**config.mk**
```make
export PLATFORM = sky130hd
export DESIGN_NAME = param_stack
export DESIGN_NICKNAME = d
export VERILOG_FILES = /design/src/rtl/stack_pkg.sv /design/src/rtl/stack_ram.sv /design/src/rtl/param_stack.sv
export SDC_FILE = /design/constraint.sdc
export NUM_CORES = 1
export LEC_CHECK = 0
export CAP_MARGIN = 10
export CORE_ASPECT_RATIO = 0.75
export CORE_MARGIN = 5
export CORE_UTILIZATION = 50
export DETAILED_ROUTE_END_ITERATION = 6
export HOLD_SLACK_MARGIN = 0.05
export PLACE_DENSITY = 0.72
export SETUP_SLACK_MARGIN = 0.1
export SLEW_MARGIN = 25
export SYNTH_ARGS = -nofsm -noshare
export SYNTH_HDL_FRONTEND = slang
export SYNTH_SLANG_ARGS = --single-unit
```
**constraint.sdc**
```tcl
create_clock -name clk -period 4.2 [get_ports clk]
set_clock_uncertainty 0.1 [all_clocks]
set_input_delay 0.63 -clock clk [delete_from_list [all_inputs] [get_ports clk]]
set_output_delay 0.63 -clock clk [all_outputs]
set_load 0.03 [all_outputs]
```
**src/rtl/stack_pkg.sv**
```systemverilog
// Shared definitions for the parametrised LIFO stack: op encoding and sizing helper.
package stack_pkg;

  localparam logic [1:0] OP_NONE    = 2'd0;
  localparam logic [1:0] OP_PUSH    = 2'd1;
  localparam logic [1:0] OP_POP     = 2'd2;
  localparam logic [1:0] OP_REPLACE = 2'd3;

  // Smallest r with 2**r >= v; usable in constant expressions.
  function automatic int unsigned clog2(input int unsigned v);
    int unsigned r;
    r = 0;
    for (int unsigned i = 0; i < 32; i++) begin
      if ((64'(1) << i) < 64'(v)) r = i + 1;
    end
    return r;
  endfunction

endpackage

```
**src/rtl/stack_ram.sv**
```systemverilog
// DEPTH x WIDTH register array: one synchronous write port, one asynchronous read port, no reset.
module stack_ram
  import stack_pkg::*;
#(
  parameter int unsigned WIDTH = 8,
  parameter int unsigned DEPTH = 16,
  parameter int unsigned AW    = 4
) (
  input  logic             clk,
  input  logic             i_we,
  input  logic [AW-1:0]    i_waddr,
  input  logic [WIDTH-1:0] i_wdata,
  input  logic [AW-1:0]    i_raddr,
  output logic [WIDTH-1:0] o_rdata
);

  logic [WIDTH-1:0] r_mem [DEPTH];

  always_ff @(posedge clk) begin
    if (i_we) r_mem[i_waddr] <= i_wdata;
  end

  assign o_rdata = r_mem[i_raddr];

endmodule

```
**src/rtl/param_stack.sv**
```systemverilog
// Parametrised LIFO stack with count/full/empty status, sticky overflow/underflow
// flags and a replace-top operation on simultaneous push and pop.
module param_stack
  import stack_pkg::*;
#(
  parameter  int unsigned WIDTH = 8,
  parameter  int unsigned DEPTH = 16,
  localparam int unsigned CNT_W = clog2(DEPTH + 1)
) (
  input  logic             clk,
  input  logic             reset,
  input  logic             push,
  input  logic             pop,
  input  logic [WIDTH-1:0] data_in,
  input  logic             err_clr,
  output logic [WIDTH-1:0] data_out,
  output logic [CNT_W-1:0] count,
  output logic             empty,
  output logic             full,
  output logic             overflow,
  output logic             underflow,
  output logic             error
);

  localparam int unsigned AW = (DEPTH > 1) ? clog2(DEPTH) : 1;

  logic [CNT_W-1:0] r_sp;
  logic             r_overflow;
  logic             r_underflow;

  logic [1:0]       w_op;
  logic             w_empty;
  logic             w_full;
  logic             w_we;
  logic [CNT_W-1:0] w_waddr;
  logic [CNT_W-1:0] w_top;
  logic [WIDTH-1:0] w_rdata;
  logic             w_ovf_evt;
  logic             w_unf_evt;

  assign w_empty = (r_sp == '0);
  assign w_full  = (r_sp == CNT_W'(DEPTH));
  assign w_top   = w_empty ? '0 : (r_sp - CNT_W'(1));

  // Decode the request pair into a single operation.
  always_comb begin
    w_op = OP_NONE;
    if (push && !pop)      w_op = OP_PUSH;
    else if (pop && !push) w_op = OP_POP;
    else if (push && pop)  w_op = OP_REPLACE;
  end

  always_comb begin
    w_we      = 1'b0;
    w_waddr   = r_sp;
    w_ovf_evt = 1'b0;
    w_unf_evt = 1'b0;
    case (w_op)
      OP_PUSH: begin
        w_we      = !w_full;
        w_waddr   = r_sp;
        w_ovf_evt = w_full;
      end
      OP_POP: begin
        w_unf_evt = w_empty;
      end
      OP_REPLACE: begin
        w_we      = !w_empty;
        w_waddr   = w_top;
        w_unf_evt = w_empty;
      end
      default: ;
    endcase
  end

  always_ff @(posedge clk or posedge reset) begin
    if (reset) begin
      r_sp <= '0;
    end else if (w_op == OP_PUSH && !w_full) begin
      r_sp <= r_sp + CNT_W'(1);
    end else if (w_op == OP_POP && !w_empty) begin
      r_sp <= r_sp - CNT_W'(1);
    end
  end

  // Sticky flags: a new error event on the clearing edge takes priority.
  always_ff @(posedge clk or posedge reset) begin
    if (reset) begin
      r_overflow  <= 1'b0;
      r_underflow <= 1'b0;
    end else begin
      if (w_ovf_evt)    r_overflow <= 1'b1;
      else if (err_clr) r_overflow <= 1'b0;
      if (w_unf_evt)    r_underflow <= 1'b1;
      else if (err_clr) r_underflow <= 1'b0;
    end
  end

  stack_ram #(
    .WIDTH (WIDTH),
    .DEPTH (DEPTH),
    .AW    (AW)
  ) u_ram (
    .clk     (clk),
    .i_we    (w_we),
    .i_waddr (AW'(w_waddr)),
    .i_wdata (data_in),
    .i_raddr (AW'(w_top)),
    .o_rdata (w_rdata)
  );

  assign data_out  = w_empty ? '0 : w_rdata;
  assign count     = r_sp;
  assign empty     = w_empty;
  assign full      = w_full;
  assign overflow  = r_overflow;
  assign underflow = r_underflow;
  assign error     = r_overflow | r_underflow;

endmodule

```
==> run summary <==
The total routed wirelength is 13700 um, and the deepest clock path buffer count is 2. The maximum number of pins on one net before global-route repair came out at 34. Yosys attributes the largest share of cell area to sky130_fd_sc_hd__edfxtp_1 67%, sky130_fd_sc_hd__mux2i_1 5.9%, sky130_fd_sc_hd__dfrtp_1 3.0%.

The first global-routing pass estimated 20700 um of wire. The kind of critical path was reg -> out. After layout, the worst path uses 92.3% of the clock period. For the final count of negative-setup-slack endpoints, the log shows 0. At the end of routability-driven placement, the weighted congestion stood at 0.888. The worst slack after detailed placement came out at 0.642 ns.

The number of nets still failing antenna checks after routing is 0, and the via density per instance is 6.26. In the final routed layout, each cell accounts on average for 22.7 um. For this block, the via count after detailed routing is 3766.

Timing would allow up to 258 MHz. Of all nets on the critical path, the largest fanout is 24. The flow ran to the end, and the final reports show no timing, DRC or antenna violations. The tools report the via count of the first global-routing pass as 3620.

The worst-case IR drop observed on VDD is 0.498 mV. The leading cell type by number of instances after synthesis is sky130_fd_sc_hd__edfxtp_1. Counting both buffers and inverters, the worst setup path holds a total of 3. The clock latency of the later-clocked register in the worst-skew pair was 0.42 ns. The repair_antennas step left the layout with diodes totalling 0. The worst path meets setup with 0.321 ns of slack. In this run the biggest area consumer among cell types represents 66.7% of the synthesized area. The most used flip-flop cell after synthesis is sky130_fd_sc_hd__edfxtp_1. Port buffering added 30 buffers. At the pin with the least slew margin, the transition time is 0.989 ns. Headroom to the max-slew limit came out at 33.8%. The area enclosed by the die boundary was 13800 um^2. Walking the worst path, the cells encountered are inv_1 -> ha_1 -> nand2b_2 -> nand2b_4 -> inv_4 -> or2_4 -> o22ai_1 -> a221oi_1 -> a211oi_1 -> nor3_1 -> buf_4. The tools report the kind of launch point of the worst setup path as a flip-flop. The initial cell density of the core is 50.4%. The cell taking the most area after synthesis is sky130_fd_sc_hd__edfxtp_1. CTS saw 135 sinks. After global routing the overflow that remains totals 0. After synthesis, the share of flip-flops with an asynchronous set or reset is 5.19%.

The layout overhead on the synthesized area works out to 16.9%. The run gives 0 as the count of final max-slew check failures. The run gives 855 as the number of fillers in the final layout. The area occupied by registers was 4020 um^2; the H-tree level count was 4. The floorplan has 34 rows.

TritonCTS built the clock tree. For this design the static power due to leakage is 2.31 nW. For this run, the total global-route usage over all layers was measured as 20.5%.

Beginning of the worst register-to-register path: count[1]. Summing all multi-input logic gate instances after layout gives 1600 um^2. A synthesized cell averages 14.0 um^2.

Subtracting the final worst setup slack from the clock period gives 3.88 ns. The logs give 0 for the count of synthesis-stage warnings from yosys and 0.345 ns for the final worst hold slack. After detailed routing, the number of remaining DRC violations is 0. After clock tree synthesis, the setup repair step added 0 buffers. The core region is 11400 um^2.

The post-route netlist has 13.1% of its cells at a drive strength greater than 1. The synthesized netlist net count is 426, and the number of max-cap violations is 0. Data arrives at the worst endpoint at 3.15 ns.

Clock tree synthesis inserted a total of 17 buffers. The worst hold-check path type was in -> async. In this run the count of I/O pins placed on the die edge is 31. The tree is rooted in a sky130_fd_sc_hd__clkbuf_16.

Setup total negative slack on the finished layout was measured at 0 ns. The logs give 5 for the length of the first detailed-routing pass in iterations and 0.89 ns for the register-to-register setup slack. The cell area that synthesis handed to floorplanning was 5770 um^2. For this block, the initial DRC count from the detailed router was 430. On the critical path, the stage with the largest delay is an instance of sky130_fd_sc_hd__dfrtp_1. Power per standard cell area: 885 nW/um^2. After legalization and detailed placement, the total HPWL measured 8530 um. For the worst setup path, the data required time is 3.47 ns. The part of the Yosys area used for sequential elements is 69.7%. The number of cells on the worst reg-to-reg path is 9.

Synthesized netlist cell count: 411. After synthesis, the most frequently instantiated cells are 128 x sky130_fd_sc_hd__edfxtp_1, 41 x sky130_fd_sc_hd__nand2_1, 34 x sky130_fd_sc_hd__mux2i_1, 26 x sky130_fd_sc_hd__nor2_1, 21 x sky130_fd_sc_hd__nor3_1. The number of antenna violations at the first check in global routing was 1. In this run the vertical extent of the chip is 103 um. In this run, synthesis produced a sequential element count of 135. Family with the most delay on the worst path: simple AND/OR/NAND/NOR gates. The number of placed instances with taps included came out at 568. The delay contributed by the slowest stage of the critical path is 0.46 ns. Measured along the x axis, the die boundary spans 134 um.

Yosys mapped a number of flops with a built-in enable equal to 128. The finished layout holds 602 standard cells, fillers aside. After the last flow step, the layout net total stands at 460. The type of element capturing the critical path was an output port.

Setup repair after global routing could not meet its margin everywhere. In this run the critical register-to-register path is captured at u_ram.r_mem[6][6]. At the end of the flow the core is filled with cells to 58.9%. After clock tree synthesis, the clock-pin slew on the worst setup and hold paths is 0.06 ns.

The synthesized netlist contains 47 unique library cells. The final count of hold timing violations is 0.
-- timing repair --
action	4_1_cts	5_1_grt
hold buffers	0	0
setup endpoints to repair	0	6
resized for setup	0	1
-- per-layer routing --
metal | vias to the layer above | routed length (um) | GRT usage (%)
met1 | 1848 | 5800 | 27.8
met3 | 27 | 1430 | 6.63
li1 | 1662 | - | -
met2 | 227 | 6240 | 31.6
met4 | 2 | 184 | 6.80
met5 | - | 12 | 0
-- flip-flops by register name, summed over array words and instances (netlist names) --
signal	count
u_ram.r_mem	128
underflow	1
count	5
overflow	1
-- cells in the final DEF (no fill, tap or decap), drive strengths merged, types with 2 or more instances in the layout --
cell type,n
edfxtp,128
nand2,41
mux2i,34
nor2,30
clkdlybuf4s50,22
nor3,21
clkbuf,21
a21oi,20
a221oi,17
buf,16
o22ai,11
o21ai,10
nand3,8
dfrtp,7
inv,7
clkinv,7
xnor2,6
a22oi,5
nor4,5
or2,4
nand2b,4
a32oi,3
a31oi,3
a211oi,3
o221ai,3
bufinv,3
or3,2
mux2,2
ha,2
clkinvlp,2
nor3b,2
-- kinds of logic after synthesis --
group | after synthesis | share of synthesized area (%)
buffers and inverters | 33 | 3.21
adder cells (fa/ha/maj) | 2 | 0.434
AND/OR/NAND/NOR | 119 | 10.0
multiplexers | 36 | 6.29
flip-flops | 135 | 69.7
XOR/XNOR | 6 | 0.911
AO/OA/AOI/OAI | 80 | 9.44
-- stage by stage --
step                cell area, um^2  power [mW]
global route                   6740        6.22
CTS                            6720        5.91
detailed placement             6150        4.46
global placement               6140        4.41
finish                         6740        5.97
floorplan                      5770        3.67
-- worst max-delay path by stage --
stage / startpoint / end / slack (ns) / cells after the start
after floorplan: count[0] / data_out[6] / 0.35 / 13
after global placement: count[1] / data_out[3] / 0.70 / 9
after detailed placement: count[1] / data_out[3] / 0.64 / 9
after CTS: count[1] / data_out[3] / 0.19 / 9
after global routing: count[1] / data_out[3] / 0.03 / 11
final: count[1] / data_out[2] / 0.32 / 11
-- power breakdown --
part / switching, mW / total, mW / internal [mW]
registers: 0.0886 / 1.73 / 1.64
logic: 1.85 / 2.78 / 0.937
clock network: 0.529 / 1.45 / 0.922
total: 2.46 / 5.97 / 3.50
-- final cells by class --
| cell class | count | share of cell area (%) |
|---|---|---|
| clock buffers | 21 | 6.53 |
| inverters | 8 | 0.483 |
| repair buffers | 38 | 5.05 |
| flip-flops and latches | 135 | 59.6 |
| well taps | 144 | 2.67 |
| clock inverters | 11 | 1.95 |
| multi-input cells | 245 | 23.7 |
(Power assumes the default switching activity.)
